--- config.mk ---
export PLATFORM = sky130hd
export DESIGN_NAME = fetch_unit
export DESIGN_NICKNAME = d
export VERILOG_FILES = /design/src/rtl/fetch_unit.sv
export SDC_FILE = /design/constraint.sdc
export NUM_CORES = 1
export LEC_CHECK = 0
export CAP_MARGIN = 20
export CELL_PAD_IN_SITES_DETAIL_PLACEMENT = 0
export CELL_PAD_IN_SITES_GLOBAL_PLACEMENT = 1
export CORE_ASPECT_RATIO = 0.5
export CORE_UTILIZATION = 46
export DETAILED_ROUTE_END_ITERATION = 8
export PLACE_DENSITY = 0.84
export SLEW_MARGIN = 20
export SYNTH_ARGS = -nofsm -noshare
export SYNTH_HDL_FRONTEND = slang
export SYNTH_SLANG_ARGS = --single-unit
--- constraint.sdc ---
create_clock -name clock -period 3.45 [get_ports clock]
set_input_delay 0.345 -clock clock [delete_from_list [all_inputs] [get_ports clock]]
set_output_delay 0.345 -clock clock [all_outputs]
set_load 0.05 [all_outputs]
--- src/rtl/fetch_unit.sv ---
// Instruction fetch unit: owns the PC, issues sequential reads to a 1-cycle
// synchronous memory and buffers {instr, pc} pairs in a prefetch FIFO.
module fetch_unit #(
    parameter int                 ADDR_W   = 16,
    parameter int                 DATA_W   = 16,
    parameter int                 DEPTH    = 4,
    parameter int                 PC_STEP  = 2,
    parameter logic [ADDR_W-1:0]  RESET_PC = '0
) (
    input  logic              clock,
    input  logic              reset,
    output logic [ADDR_W-1:0] mem_addr,
    output logic              mem_rd,
    input  logic [DATA_W-1:0] mem_data,
    input  logic              jump_en,
    input  logic [ADDR_W-1:0] jump_addr,
    output logic              instr_valid,
    input  logic              instr_ready,
    output logic [DATA_W-1:0] instr,
    output logic [ADDR_W-1:0] instr_pc,
    output logic [ADDR_W-1:0] fetch_pc
);

    localparam int PTR_W = $clog2(DEPTH);
    localparam int CNT_W = PTR_W + 1;
    localparam logic [CNT_W:0] DEPTH_OCC = (CNT_W + 1)'(DEPTH);

    logic [DATA_W-1:0] fifo_data [DEPTH];
    logic [ADDR_W-1:0] fifo_pc   [DEPTH];
    logic [PTR_W-1:0]  wr_ptr;
    logic [PTR_W-1:0]  rd_ptr;
    logic [CNT_W-1:0]  count;
    logic              inflight;
    logic [ADDR_W-1:0] inflight_addr;
    logic              kill;

    logic              pop;
    logic              push;
    logic [CNT_W:0]    occupancy;

    assign pop  = instr_valid && instr_ready && !jump_en;
    // A response landing in a jump cycle, or right after one, belongs to the old stream.
    assign push = inflight && !kill && !jump_en;

    // Slots already committed: stored words plus the read whose data arrives this cycle.
    always_comb begin
        occupancy = (CNT_W + 1)'(count) + (CNT_W + 1)'(inflight) - (CNT_W + 1)'(pop);
    end

    // Gated by reset so no read is requested while reset is held.
    assign mem_rd      = reset && !jump_en && (occupancy < DEPTH_OCC);
    assign mem_addr    = fetch_pc;
    assign instr_valid = (count != '0);
    assign instr       = fifo_data[rd_ptr];
    assign instr_pc    = fifo_pc[rd_ptr];

    always_ff @(posedge clock or negedge reset) begin
        if (!reset) begin
            fetch_pc      <= RESET_PC;
            inflight      <= 1'b0;
            inflight_addr <= '0;
            kill          <= 1'b0;
        end else begin
            kill     <= jump_en;
            inflight <= mem_rd;
            if (mem_rd) begin
                inflight_addr <= fetch_pc;
            end
            if (jump_en) begin
                fetch_pc <= jump_addr;
            end else if (mem_rd) begin
                fetch_pc <= fetch_pc + ADDR_W'(PC_STEP);
            end
        end
    end

    always_ff @(posedge clock or negedge reset) begin
        if (!reset) begin
            wr_ptr <= '0;
            rd_ptr <= '0;
            count  <= '0;
            for (int i = 0; i < DEPTH; i++) begin
                fifo_data[i] <= '0;
                fifo_pc[i]   <= '0;
            end
        end else if (jump_en) begin
            wr_ptr <= '0;
            rd_ptr <= '0;
            count  <= '0;
        end else begin
            // Issue throttling guarantees a free slot whenever a push happens.
            if (push) begin
                fifo_data[wr_ptr] <= mem_data;
                fifo_pc[wr_ptr]   <= inflight_addr;
                wr_ptr            <= wr_ptr + PTR_W'(1);
            end
            if (pop) begin
                rd_ptr <= rd_ptr + PTR_W'(1);
            end
            if (push && !pop) begin
                count <= count + CNT_W'(1);
            end else if (pop && !push) begin
                count <= count - CNT_W'(1);
            end
        end
    end

endmodule
== Word level (Yosys, flattened, before mapping) ==
Cells that the tools add are included.

* Register bits after elaboration: 169
* Output and inout port bits: 66
* Word-level logic and storage cells: 67

* Add/subtract/negate cells: 7
* Magnitude comparators: 4
* Multiplexer cells: 19
* Bitwise operators: 3
* Reduce and logical (&&, ||, !) cells: 19

{| class="wikitable"
|+ Operator list
! cell !! number
|-
| $bwmux W64 || 2
|-
| $mux W16 || 7
|-
| $bmux W16 S2 || 2
|-
| $demux W16 S2 || 1
|-
| $add A16 B2 Y16 const B || 1
|-
| $logic_and A1 B1 Y1 || 9
|-
| $mux W3 || 3
|-
| $mux W2 || 4
|-
| $ge A3 B3 Y1 const B || 2
|-
| $not A2 Y3 || 2
|-
| $reduce_bool A2 Y1 || 3
|-
| $reduce_bool A3 Y1 || 2
|-
| $add A2 B1 Y2 const B || 2
|-
| $add A3 B1 Y4 || 1
|-
| $logic_not A1 Y1 || 4
|-
| $lt A4 B3 Y1 const B || 1
|-
| $sub A4 B1 Y4 || 1
|-
| $add A3 B1 Y3 const B || 1
|-
| $lt A3 B1 Y1 const B || 1
|-
| $sub A3 B1 Y3 const B || 1
|-
| $reduce_and A2 Y1 || 1
|-
| $not A1 Y1 || 1
|}

== Logic depth before layout (Yosys ltp) ==
* Depth in word-level cells: 8
* Mapped depth: 13
* Gate-level depth less buffers: 9

== Worst setup path before layout ==
No wires, ideal clock.

* Path type: register -> output
* Start point: register count[2]
* End point: output port mem_rd
* Arrival: 2.838 ns
* Data required time: 3.105 ns
* Setup slack: 0.267 ns
* Cell stages (with the launch flop): 13
* Path through: dfrtp_1 clkbuf_2 o31a_1 and2_1 ha_1 inv_1 ha_1 and3b_1 clkbuf_2 nor4_4 o211ai_4 buf_6 inv_1

* Longest elaborated chain between the ends: 6
* Elaborated cells between the ends (all ways): 7
* Classes of those cells: 2 x add/sub; 1 x order compare; 4 x reduce/logical

{| class="wikitable"
|+ RTL lines
! what !! line !! text
|-
| from (decl) || 32 || <nowiki>logic [CNT_W-1:0] count;</nowiki>
|-
| from (signal assigned) || 101 || <nowiki>count <= count + CNT_W'(1);</nowiki>
|-
| from (signal assigned) || 103 || <nowiki>count <= count - CNT_W'(1);</nowiki>
|-
| parallel branches: the longest is 3 deep, another holds $add A3 B1 Y4 || - ||
|-
| $sub A4 B1 Y4 (*) || 47 || <nowiki>occupancy = (CNT_W + 1)'(count) + (CNT_W + 1)'(inflight) - (CNT_W + 1)'(pop);</nowiki>
|-
| $lt A4 B3 Y1 (*) || 51 || <nowiki>assign mem_rd = reset && !jump_en && (occupancy < DEPTH_OCC);</nowiki>
|-
| $logic_and A1 B1 Y1 (*) || 51 ||
|-
| to (decl) || 13 || <nowiki>output logic mem_rd,</nowiki>
|}

Mark *: on every way between the ends.

== Worst setup path after layout ==
* Start point: register count[0]
* End point: output port mem_rd

The elaborated chain is that of the path after synthesis.

==> flow_summary.json <==
{
  "register_area_um2": 4232,
  "track_usage": 0.2008,
  "hold_class": "in -> async",
  "io_pins": 102,
  "cts_tree": "done",
  "syn_nets": 616,
  "post-place-ws_ns": 0.3704,
  "viasPerCell": 5.635,
  "multiInputGateArea_um2": 3483,
  "avgSynthCellArea_um2": 14.10,
  "startpoint": "count[0]$_DFFE_PN0P_",
  "ys.flop_type": "dfrtp_1",
  "pwr_density_cell_nw_per_um2": 888.2,
  "synth.most_common_cell": "dfrtp_1",
  "synth_edf_count": 0,
  "cts_buffer_depth": 2,
  "r2r_slack_ns": 0.53,
  "drt_iter0_drc": 192,
  "slew_viol_final": 0,
  "grt_pass1_vias": 5191,
  "numCtsBuffers": 17,
  "initial_core_util": 0.4816,
  "ant_nets": 0,
  "syn_area_um2": 8053,
  "grt-ovfl-total": 0,
  "yosys.area.top_type": "dfrtp_1",
  "routed_wl_um": 16970,
  "p_leak_nw": 4.295,
  "yosys_warnings": 0,
  "drive_gt1_frac": 0.3433,
  "vdd_drop_max_v": 0.0004965,
  "cts_root_buffer": "clkbuf_16",
  "hold_violations": 0,
  "endpoint": "mem_rd",
  "htree_levels": 4,
  "core-area_um2": 16720,
  "syn_inst": 571,
  "synth.area.top_cells": "dfrtp_1 53%, mux2_2 18%, mux4_2 8.9%",
  "wl_per_cell_um": 18.98,
  "portBuffers": 101,
  "status": "complete, no violations",
  "vias": 5038,
  "cp-end-kind": "output pin",
  "clock_latency_ns": 0.42,
  "clkTransAtPathRegs_ns": 0.07,
  "cts_resized": 0,
  "n_antenna_cell": 0,
  "fin_util": 0.5836,
  "critPathKind": "reg -> out",
  "crit_path_start_kind": "register",
  "ys_seq_area_frac": 0.5252,
  "tightest_slew_ns": 0.9710,
  "r2r_start": "count[0]$_DFFE_PN0P_",
  "final_nets": 699,
  "gp_congestion": 0.7828,
  "area_delta_synth_final_pct": 21.19,
  "r2r_end": "inflight_addr[9]$_DFFE_PN0P_",
  "max_cap_violations": 0,
  "worstPathRequired_ns": 3.11,
  "synth_top_area_frac": 0.5252,
  "relSlewSlack": 0.3527,
  "tns_ns": 0,
  "grt_max_degree": 69,
  "rows": 33,
  "grt_pass1_wl_um": 27690,
  "dr.pass1.iters": 4,
  "clock_skew_ns": 0.009651,
  "drc": 0,
  "synth-seq-cells": 169,
  "rsz0062_at_grt": "false",
  "fin_crit_ns": 3.237,
  "crit_fanout": 6,
  "async_reset_ff_frac": 1.000,
  "crit_arrival_ns": 2.89,
  "fillers": 1335,
  "die_width_um": 189.1,
  "antenna_found_initial": 0,
  "die_h_um": 95.56,
  "dp_hpwl_um": 10830,
  "finalSetupViolCount": 0,
  "dieArea_um2": 18070,
  "worst_slack_ns": 0.2134,
  "post_synth_num_cell_types": 54,
  "cts.sinks": 169,
  "reg2reg_depth": 11,
  "max_freq_mhz": 309.0,
  "synth_commonest_cells": "169 x dfrtp_1, 128 x mux2_2, 32 x mux4_2",
  "min_period_over_period": 0.9381
}
[final cells by class]
type | instances | share of cell area
Clock buffer | 19 | 0.04641
Timing Repair Buffer | 120 | 0.1183
Multi-Input combinational cell | 334 | 0.3569
Tap cell | 227 | 0.02910
Sequential cell | 169 | 0.4336
Clock inverter | 13 | 0.01103
Inverter | 12 | 0.004615
[metrics by stage]
stage | instances | power, mW | hold slack, ns | area [um^2]
floorplan | 571 | 5.712 | 0.04941 | 8053
global placement | 857 | 6.826 | 0.3253 | 9159
detailed placement | 857 | 6.895 | 0.3295 | 9159
CTS | 890 | 8.727 | 0.4419 | 9729
global route | 894 | 9.098 | 0.4613 | 9759
finish | 894 | 8.669 | 0.4389 | 9759
[power by group]
group / switching, mW / internal (mW)
clock network: 0.823 / 0.978
logic: 2.29 / 1.67
registers: 0.462 / 2.45
[worst max-delay path: stages (launching register included)]
cell      delay [ns]
dfrtp_1         0.43
o31a_1          0.32
and2_1          0.16
ha_1            0.17
inv_1           0.05
ha_1            0.22
and3b_1         0.25
o211a_1         0.27
o211ai_4        0.27
inv_1           0.11
buf_4           0.20
[registers in the layout (all words and copies together), names as in the netlist, 2 cells and up]
name and count:
inflight_addr 16, count 3, wr_ptr 2, fifo_data 64
fifo_pc 64, fetch_pc 16, rd_ptr 2
[cell usage in the layout, fill, tap and decap left out, types with 3 or more instances in the layout]
cell and n:
a211oi_1 4, nand3_1 19, o2111ai_1 6, a21oi_1 6, nor2_1 14, a22oi_1 3
mux4_2 32, mux2_4 9, nor4_1 4, o211ai_1 5, nand4_1 8, inv_6 5
clkinv_4 4, nor3_1 6, dfrtp_1 167, buf_4 19, clkdlybuf4s50_1 99, and3_1 3
nand2b_1 4, inv_1 12, or4_1 3, nand2_1 7, a31oi_1 3, and2_2 4
xnor2_1 5, and4_1 3, ha_1 8, o21ai_0 6, mux2_2 128, nor2b_1 7
clkbuf_16 17, a22o_1 3, mux2_1 8
[worst min path at each step]
stage,startpoint,end,slack [ns],cells past startpoint
finish,reset,fetch_pc[12]$_DFFE_PN0P_,0.44,2
global route,reset,fetch_pc[12]$_DFFE_PN0P_,0.46,2
CTS,reset,fetch_pc[12]$_DFFE_PN0P_,0.44,2
detailed placement,reset,fetch_pc[14]$_DFFE_PN0P_,0.33,1
global placement,reset,fetch_pc[12]$_DFFE_PN0P_,0.33,1
floorplan,reset,count[0]$_DFFE_PN0P_,0.05,0
[logic make-up after synthesis]
family,synth area share
mux,0.2977
flops,0.5252
simple gates,0.06464
buf+inv,0.04288
compound gates,0.04817
fa+ha+maj,0.01492
xor+xnor,0.006526
[repair_timing]
| action | in CTS | in global routing |
|---|---|---|
| buffers inserted | 0 | 4 |
| endpoints found under the hold margin | 41 | 0 |
| setup endpoints to repair | 0 | 1 |
| hold buffers | 1 | 0 |
[per-layer routing]
metal,up-vias,GRT usage,part of all wire,wire length [um]
met1,2633,0.2807,0.48,8174
met5,-,0,0,0
met4,0,0.05780,0.0093,157
met3,15,0.04085,0.039,659
met2,103,0.3202,0.47,7973
li1,2287,-,-,-
No activity file was read; power rests on OpenSTA's default activity.
